<file path="config.mk">
export PLATFORM = sky130hd
export DESIGN_NAME = ram_access_arbiter
export DESIGN_NICKNAME = d
export VERILOG_FILES = /design/src/rtl/ram_access_arbiter.sv
export SDC_FILE = /design/constraint.sdc
export NUM_CORES = 1
export LEC_CHECK = 0
export ABC_AREA = 1
export BUFFER_PORTS_ARGS = -buffer_cell sky130_fd_sc_hd__buf_2
export CORE_AREA = 3 3 203 205
export CTS_CLUSTER_SIZE = 10
export DETAILED_ROUTE_END_ITERATION = 12
export DIE_AREA = 0 0 206 208
export SETUP_SLACK_MARGIN = 0.5
export SYNTH_ARGS = -nofsm -noshare
export SYNTH_HDL_FRONTEND = slang
export SYNTH_SLANG_ARGS = --single-unit
</file>
<file path="constraint.sdc">
create_clock -name clk -period 1.9 [get_ports clk]
set_clock_uncertainty 0.2 [all_clocks]
set_input_delay 0.285 -clock clk [delete_from_list [all_inputs] [get_ports clk]]
set_output_delay 0.285 -clock clk [all_outputs]
set_load 0.02 [all_outputs]
</file>
<file path="src/rtl/ram_access_arbiter.sv">
// Shares the two 512x50 point RAMs between host single-word accesses and
// core read bursts; splits 91-bit points across the macros and merges reads.
module ram_access_arbiter #(
  parameter int addrWidth    = 9,
  parameter int dataWidth    = 91,
  parameter int ram_word_len = 50
) (
  input  logic                    clk,
  input  logic                    rst,
  input  logic                    core_active,
  input  logic                    host_req,
  input  logic                    host_we,
  input  logic [addrWidth-1:0]    host_addr,
  input  logic [dataWidth-1:0]    host_wdata,
  output logic                    host_gnt,
  output logic [dataWidth-1:0]    host_rdata,
  output logic                    host_rvalid,
  input  logic                    burst_start,
  input  logic [addrWidth-1:0]    first_addr,
  input  logic [addrWidth-1:0]    last_addr,
  input  logic                    core_hold,
  output logic [dataWidth-1:0]    core_rdata,
  output logic                    core_rvalid,
  output logic                    burst_done,
  output logic                    burst_err,
  output logic [addrWidth-1:0]    ram_addr,
  output logic                    ram_web,
  output logic                    ram_oeb,
  output logic                    ram_csb,
  output logic [ram_word_len-1:0] ram1_din,
  output logic [ram_word_len-1:0] ram2_din,
  input  logic [ram_word_len-1:0] ram1_dout,
  input  logic [ram_word_len-1:0] ram2_dout,
  output logic [1:0]              dbg_state_o
);

  localparam int HiW = dataWidth - ram_word_len;

  typedef enum logic [1:0] {
    HOST_IDLE = 2'd0,
    CORE_IDLE = 2'd1,
    BURST     = 2'd2,
    DRAIN     = 2'd3
  } state_e;

  state_e                  state_q, state_d;
  logic [addrWidth-1:0]    addr_cnt_q, addr_cnt_d;
  logic [addrWidth-1:0]    last_q, last_d;

  logic                    csb_q, csb_d, web_q, web_d, oeb_q, oeb_d;
  logic [addrWidth-1:0]    ram_addr_q, ram_addr_d;
  logic [ram_word_len-1:0] din1_q, din1_d, din2_q, din2_d;

  // Read tags: s1 = pins driven toward the RAM, s2 = RAM output valid this cycle.
  logic                    host_s1_q, host_s2_q, core_s1_q, core_s2_q;
  logic                    host_rvalid_q, core_rvalid_q, done_q, err_q;
  logic [dataWidth-1:0]    host_rdata_q, core_rdata_q;

  logic                    host_issue, core_issue, rd_issue, wr_issue;
  logic                    done_d, err_d;
  logic [dataWidth-1:0]    merged;

  assign merged = {ram2_dout[HiW-1:0], ram1_dout};

  // Host handshake: an access is taken at a rising edge where host_req and
  // host_gnt are both high; a read answers with a one-cycle host_rvalid two
  // cycles later. host_req may stay high for back-to-back accesses.
  always_comb begin
    state_d    = state_q;
    addr_cnt_d = addr_cnt_q;
    last_d     = last_q;
    host_gnt   = 1'b0;
    host_issue = 1'b0;
    core_issue = 1'b0;
    done_d     = 1'b0;
    err_d      = 1'b0;
    case (state_q)
      HOST_IDLE: begin
        host_gnt   = !core_active && !rst;
        host_issue = host_req && host_gnt;
        if (core_active && !host_s1_q && !host_s2_q) state_d = CORE_IDLE;
      end
      CORE_IDLE: begin
        if (!core_active) begin
          state_d = HOST_IDLE;
        end else if (burst_start) begin
          if (first_addr <= last_addr) begin
            addr_cnt_d = first_addr;
            last_d     = last_addr;
            state_d    = BURST;
          end else begin
            err_d = 1'b1;
          end
        end
      end
      BURST: begin
        if (!core_hold) begin
          core_issue = 1'b1;
          if (addr_cnt_q == last_q) state_d = DRAIN;
          else addr_cnt_d = addr_cnt_q + {{(addrWidth-1){1'b0}}, 1'b1};
        end
      end
      DRAIN: begin
        // The final read is the only one left once s1 has emptied.
        if (core_s2_q && !core_s1_q) begin
          done_d  = 1'b1;
          state_d = core_active ? CORE_IDLE : HOST_IDLE;
        end
      end
      default: state_d = HOST_IDLE;
    endcase
  end

  always_comb begin
    rd_issue   = (host_issue && !host_we) || core_issue;
    wr_issue   = host_issue && host_we;
    csb_d      = !(rd_issue || wr_issue);
    web_d      = !wr_issue;
    oeb_d      = !rd_issue;
    ram_addr_d = ram_addr_q;
    din1_d     = din1_q;
    din2_d     = din2_q;
    if (host_issue)      ram_addr_d = host_addr;
    else if (core_issue) ram_addr_d = addr_cnt_q;
    if (wr_issue) begin
      din1_d = host_wdata[ram_word_len-1:0];
      din2_d = {{(ram_word_len-HiW){1'b0}}, host_wdata[dataWidth-1:ram_word_len]};
    end
  end

  always_ff @(posedge clk) begin
    if (rst) begin
      state_q       <= HOST_IDLE;
      addr_cnt_q    <= '0;
      last_q        <= '0;
      csb_q         <= 1'b1;
      web_q         <= 1'b1;
      oeb_q         <= 1'b1;
      ram_addr_q    <= '0;
      din1_q        <= '0;
      din2_q        <= '0;
      host_s1_q     <= 1'b0;
      host_s2_q     <= 1'b0;
      core_s1_q     <= 1'b0;
      core_s2_q     <= 1'b0;
      host_rvalid_q <= 1'b0;
      core_rvalid_q <= 1'b0;
      done_q        <= 1'b0;
      err_q         <= 1'b0;
      host_rdata_q  <= '0;
      core_rdata_q  <= '0;
    end else begin
      state_q       <= state_d;
      addr_cnt_q    <= addr_cnt_d;
      last_q        <= last_d;
      csb_q         <= csb_d;
      web_q         <= web_d;
      oeb_q         <= oeb_d;
      ram_addr_q    <= ram_addr_d;
      din1_q        <= din1_d;
      din2_q        <= din2_d;
      host_s1_q     <= host_issue && !host_we;
      host_s2_q     <= host_s1_q;
      core_s1_q     <= core_issue;
      core_s2_q     <= core_s1_q;
      host_rvalid_q <= host_s2_q;
      core_rvalid_q <= core_s2_q;
      done_q        <= done_d;
      err_q         <= err_d;
      if (host_s2_q) host_rdata_q <= merged;
      if (core_s2_q) core_rdata_q <= merged;
    end
  end

  assign host_rdata  = host_rdata_q;
  assign host_rvalid = host_rvalid_q;
  assign core_rdata  = core_rdata_q;
  assign core_rvalid = core_rvalid_q;
  assign burst_done  = done_q;
  assign burst_err   = err_q;
  assign ram_addr    = ram_addr_q;
  assign ram_csb     = csb_q;
  assign ram_web     = web_q;
  assign ram_oeb     = oeb_q;
  assign ram1_din    = din1_q;
  assign ram2_din    = din2_q;
  assign dbg_state_o = state_q;

endmodule

</file>
==> metrics.md, run 1 <==
| Metric | Value |
|---|---|
| TritonCTS Buffers | 38 |
| Global route hottest layer | met2 |
| Largest cells by area after synthesis | dfxtp_1 (54%), nor2_1 (19%), o21ai_0 (11%) |
| Clock power share | 41.2% |
| H-tree levels | 2 |
| Avg Cell Area, Syn | 7.63 um^2 |
| Grt met1 use | 25.7% |
| Core area | 39600 um^2 |
| FFs w/ async S/R, synth | 0% |
| Die Wd | 206 um |
| Io pins | 526 |
| Initial DRC count | 915 |
| DIE AREA | 42800 um^2 |
| Initial core utilization | 29.2% |
| Largest area contributor in the netlist | dfxtp_1 |
| Hold_buf cts | 203 |
| Unrepaired setup endpoints after global routing | yes |
| P_leak | 10.3 nW |
| Tot Pwr | 16.1 mW |
| Row count | 73 |
| Netlist Area Pre-Place | 11600 um^2 |
| Final Cycle Share | 100% |
| Status | finished, violations left |
| Register area share after synthesis | 54.1% |
| Via density | 4.87 |
| GR Overflow Total | 0 |
| Crit path largest cell delay | 0.35 ns |
| # fillers | 3178 |
| Final setup fails | 3 |
| Critical path peak fanout | 6 |
| Clock sink count | 313 |
| Tmin final | 1.91 ns |
| Fin. Hold Viols | 0 |
| Crit-path most repeated cell | buf_12 |
| Switching part of the total | 25.6% |
| CTS tree | built |
| Worst-path clk slew | 0.06 ns |
| Clk Latency, worst-skew pair | 0.53 ns |
| Routability Congestion | 0.866 |
| Crit-path cells | nor4_4, nand2_2, nor2_4, buf_12, clkbuf_16, buf_12, buf_16, o21ai_2, nor2_1 |
| Avg WL per Cell | 18.6 um |
| Most common library cells after synthesis | nor2_1 (588), dfxtp_1 (313), o21ai_0 (251) |
| Drt total wl | 53.3 mm |
| Internal power | 12.0 mW |
| Post-synth EDFFs | 0 |
| YS warnings | 0 |
| Crit path max-delay cell type | dfxtp_4 |
| VDD IR-drop max | 0.605 mV |
| Clock Path Buffers | 3 |
| Pin count of the biggest net entering global routing | 92 |
| DRC | 0 |
| Synth unique cells | 32 |
| Antenna Nets Post-Route | 0 |
| Worst Path Arrival | 2.17 ns |
| Ys flop type | dfxtp_1 |
| Max Freq | 0.524 GHz |
| Chip height | 208 um |
| GR Layer Usage met3 | 5.63% |
| Most common cell in the synthesized netlist | nor2_1 |
| Fin nets | 2556 |
| WS Path Type | flop to flop |
| CTS Root Cell | clkbuf_16 |
| Detailed-route via count | 13900 |
| Synthesized netlist cell count | 1517 |
| Setup slack after layout | -0.00868 ns |
| Share of layout cells above drive strength 1 | 50.0% |
| Max-cap violations | 0 |
| Post-Route Utilization | 56.0% |
| Failing checks | setup timing |
| CP required | 2.16 ns |
| Seq cells post-synth | 313 |
| Vias in the first global route | 14200 |
| Kind of end point of the critical path | flop |
| Comb power frac | 15.6% |
| Gr usage total | 22.6% |
| DP HPWL | 29.5 mm |
| Synth top area share | 54.1% |
| Family with the most delay on the worst path | simple AND/OR/NAND/NOR gates |
| Grt met2 use | 39.3% |
| Net Switching | 4.12 mW |
| First-pass GRT wire length | 77.8 mm |
| Number of port buffers | 507 |
| Sequential power share | 43.2% |
| Drt pass-1 iters | 7 |
| CP Buf/Inv Count | 4 |
| Area growth syn-to-layout | 91.8% |
| HP Class | primary input to flop |
| Final Max Slew Viols | 0 |
| Power Dens Cells | 725 nW/um^2 |
| Antenna violations before repair | 1 |
| CP startpoint kind | flop |
-- per-layer routing --
metal,share of wire (%),vias up,wire (um)
met5,0,-,0
met1,38,6621,20100
met4,5.4,0,2890
li1,-,6428,-
met3,7.2,201,3820
met2,50,663,26500
-- placed cells by master, fill, tap and decap left out, types with 3 or more instances in the layout --
cell type and n:
inv_4 12, buf_6 304, nand3_1 7, dfxtp_2 291
nor2_2 26, nor2_1 540, buf_8 4, xor2_1 3
buf_16 15, nand3_4 3, o21ai_1 54, clkbuf_1 5
nand2_2 14, inv_2 3, a21oi_1 9, buf_2 214
conb_1 9, dfxtp_4 8, a31oi_1 9, nand3_2 5
clkbuf_8 3, o21ai_2 44, a21oi_2 6, inv_6 3
nor2_4 24, o21ai_0 195, inv_1 26, nand2_4 3
nand2_1 82, dfxtp_1 14, ha_4 9, clkbuf_16 45
buf_12 20, dlygate4sd3_1 203, buf_4 95
-- final cells by class --
type / count / area, um^2 / share of cell area, %
timing repair buffer: 862 / 8270 / 37.2
antenna: 2 / 5.00 / 0.0225
timing repair inverter: 2 / 23.8 / 0.107
inverter: 48 / 277 / 1.24
multi-input combinational: 1056 / 5240 / 23.6
clock buffer: 47 / 1040 / 4.66
clock inverter: 3 / 43.8 / 0.197
sequential: 313 / 6660 / 30.0
tap: 525 / 657 / 2.96
-- worst register-to-register path: stages, from the launching register on --
cell and delay (ns):
dfxtp_4 0.35, nor4_4 0.28, nand2_2 0.14, nor2_4 0.12
buf_12 0.17, clkbuf_16 0.19, buf_12 0.11, buf_16 0.12
o21ai_2 0.06, nor2_1 0.10
-- registers in the layout (all words and copies together) (netlist names), 9 cells and up, named ones only --
register / flops
core_rdata: 91
addr_cnt_q: 9
ram2_din: 41
ram_addr: 9
last_q: 9
host_rdata: 91
ram1_din: 50
-- final timing paths --
check                               startpoint      endpoint  slack [ns]  depth (start not counted)
worst min-delay path                  host_req     host_s1_q        0.02                          4
worst max register to register  dbg_state_o[0]  ram2_din[38]      -0.009                          9
worst min register to register       core_s1_q     core_s2_q        0.23                          2
worst max-delay path            dbg_state_o[0]  ram2_din[38]      -0.009                          9
-- per-stage QoR --
stage	hold WS (ns)	setup TNS [ns]	area (um^2)	setup slack, ns	std cells
2_1_floorplan	0.169	0	11800	0.0705	1525
3_3_place_gp	0.229	-2.93	15100	-0.203	2510
3_5_place_dp	0.228	-3.40	15100	-0.211	2510
4_1_cts	-0.0228	0	21400	0.0345	2817
5_1_grt	-0.00236	-1.75	22200	-0.0837	2857
6_report	0.0152	-0.0180	22200	-0.00868	2858
-- power groups by stage --
stage | Clock, mW | Sequential (mW) | Combinational (mW)
4_1_cts | 6.76 | 6.93 | 2.24
3_5_place_dp | 0 | 7.01 | 1.49
6_report | 6.64 | 6.95 | 2.51
5_1_grt | 7.02 | 6.96 | 2.67
3_3_place_gp | 0 | 7.01 | 1.48
2_1_floorplan | 0 | 7.17 | 0.638
-- cells by family (layout without fill, tap and decap cells) --
family                   Yosys count  in the layout  synth area share, %
AO/OA/AOI/OAI                    324            324                 14.2
XOR/XNOR                           5              5                0.378
adder cells (fa/ha/maj)           10             10                 1.08
buffers and inverters            158            962                 6.83
flip-flops                       313            313                 54.1
other                              1             11               0.0324
AND/OR/NAND/NOR                  706            708                 23.4
-- what timing repair did --
item,4_1_cts,5_1_grt
resized for setup,994,148
setup endpoints to repair,511,480
cloned,14,9
endpoints found under the hold margin,297,1
buffers inserted,40,30
pin swaps,38,65
Note: power is estimated with default switching activity, not from simulation.
==> run 2: changes to the inputs <==
- RECOVER_POWER: default -> 100
==> run 2 against run 1 <==
The flow still finishes with violations (setup timing). Flip-flop and latch count is the same. First-iteration DRC count unchanged. Largest power group unchanged. Setup slack about the same. Utilization barely moved.
==> metrics.md, run 2 (synthesized netlist as in run 1, its figures left out) <==
| Metric | Value |
|---|---|
| DIE AREA | 42800 um^2 |
| Fin nets | 2556 |
| HP Class | primary input to flop |
| Core area | 39600 um^2 |
| P_leak | 10.3 nW |
| Post-Route Utilization | 56.0% |
| Clk Latency, worst-skew pair | 0.53 ns |
| Gr usage total | 22.6% |
| TritonCTS Buffers | 38 |
| Pin count of the biggest net entering global routing | 92 |
| GR Overflow Total | 0 |
| Comb power frac | 15.6% |
| # fillers | 3178 |
| Status | finished, violations left |
| Sequential power share | 43.2% |
| Setup slack after layout | -0.00906 ns |
| WS Path Type | flop to flop |
| Tmin final | 1.91 ns |
| Chip height | 208 um |
| Routability Congestion | 0.866 |
| Worst Path Arrival | 2.17 ns |
| Cell Area, Placed | 15100 um^2 |
| Unrepaired setup endpoints after global routing | yes |
| VDD IR-drop max | 0.605 mV |
| Clock power share | 41.2% |
| Switching part of the total | 25.6% |
| Initial core utilization | 29.2% |
| First-pass GRT wire length | 77.8 mm |
| Tot Pwr | 16.1 mW |
| Internal power | 12.0 mW |
| Number of port buffers | 507 |
| Worst-path clk slew | 0.06 ns |
| Clock sink count | 313 |
| Io pins | 526 |
| CTS tree | built |
| Kind of end point of the critical path | flop |
| Placed cells | 2510 |
| Finished Layout Cells | 2858 |
| Initial DRC count | 915 |
| CP required | 2.16 ns |
| Final Cycle Share | 100% |
| Final Max Slew Viols | 0 |
| Share of layout cells above drive strength 1 | 50.0% |
| Antenna Nets Post-Route | 0 |
| Antenna violations before repair | 1 |
| Hold_buf cts | 203 |
| Final setup fails | 3 |
| Vias in the first global route | 14200 |
| DRC | 0 |
| CTS Root Cell | clkbuf_16 |
| Max Freq | 0.524 GHz |
| Fin. Hold Viols | 0 |
| Drt total wl | 53.3 mm |
| Max-cap violations | 0 |
| Drt pass-1 iters | 5 |
| Clock Path Buffers | 3 |
| Most common cell after layout, fill and taps aside | nor2_1 |
| Avg WL per Cell | 18.6 um |
| Commonest cells after routing, fill and taps aside | nor2_1 (540), buf_6 (304), dfxtp_2 (291) |
| Row count | 73 |
| Failing checks | setup timing |
| Detailed-route via count | 13900 |
| DP HPWL | 29.5 mm |
| Power Dens Cells | 725 nW/um^2 |
| H-tree levels | 2 |
| Critical path peak fanout | 6 |
| Net Switching | 4.12 mW |
| Area growth syn-to-layout | 91.7% |
| CP startpoint kind | flop |
| Fin area | 22200 um^2 |
| Die Wd | 206 um |
| Via density | 4.86 |
[run 2: cell types whose count changed in the layout (fill, tap and decap cells not counted), sizes merged]
cell	before	now
clkinvlp	1	2
clkinv	2	1
[run 2: power by group through the flow]
stage               Combinational, mW  Clock, mW  Sequential (mW)
finish                           2.51       6.64             6.95
global route                     2.67       7.02             6.96
CTS                              2.24       6.76             6.93
detailed placement               1.49          0             7.01
global placement                 1.48          0             7.01
floorplan                       0.638          0             7.17
[run 2: routing by layer]
metal | share of wire, % | vias to the layer above | global-route usage (%)
met5 | 0 | - | 0
met3 | 7.2 | 207 | 5.63
met4 | 5.5 | 0 | 10.8
met2 | 50 | 671 | 39.3
li1 | - | 6428 | -
met1 | 38 | 6596 | 25.7
[run 2: layout make-up]
type / instances / area, um^2 / area share, %
Inverter: 48 / 268 / 1.21
Antenna cell: 2 / 5.00 / 0.0225
Clock inverter: 3 / 43.8 / 0.197
Multi-Input combinational cell: 1056 / 5240 / 23.6
Timing Repair inverter: 2 / 23.8 / 0.107
Timing Repair Buffer: 862 / 8270 / 37.2
Clock buffer: 47 / 1040 / 4.67
Tap cell: 525 / 657 / 2.96
Sequential cell: 313 / 6660 / 30.0
[run 2: timing repair]
action | CTS | global route
hold endpoints to repair | 297 | 1
setup buffers | 40 | 30
cloned | 14 | 9
resized for setup | 994 | 148
pin swaps | 38 | 65
endpoints found under the setup margin | 511 | 480
[run 2: critical path: stages (launching register included)]
cell and delay [ns]:
dfxtp_4 0.35, nor4_4 0.28, nand2_2 0.14, nor2_4 0.12, buf_12 0.17, clkbuf_16 0.19
buf_12 0.11, buf_16 0.12, o21ai_2 0.05, nor2_1 0.10
[run 2: path summary, 6_finish.rpt]
check / from / endpoint / slack, ns / cells after the start
worst max-delay path: dbg_state_o[0] / ram2_din[38] / -0.009 / 9
worst min-delay path: host_req / host_s1_q / 0.02 / 4
worst max register to register: dbg_state_o[0] / ram2_din[38] / -0.009 / 9
worst min register to register: core_s1_q / core_s2_q / 0.23 / 2
[run 2: through the flow]
stage / setup TNS [ns] / setup WS [ns] / hold slack [ns]
after floorplan: 0 / 0.0705 / 0.169
after CTS: 0 / 0.0345 / -0.0228
final: -0.0191 / -0.00906 / 0.0153
after detailed placement: -3.40 / -0.211 / 0.228
after global placement: -2.93 / -0.203 / 0.229
after global routing: -1.75 / -0.0837 / -0.00236
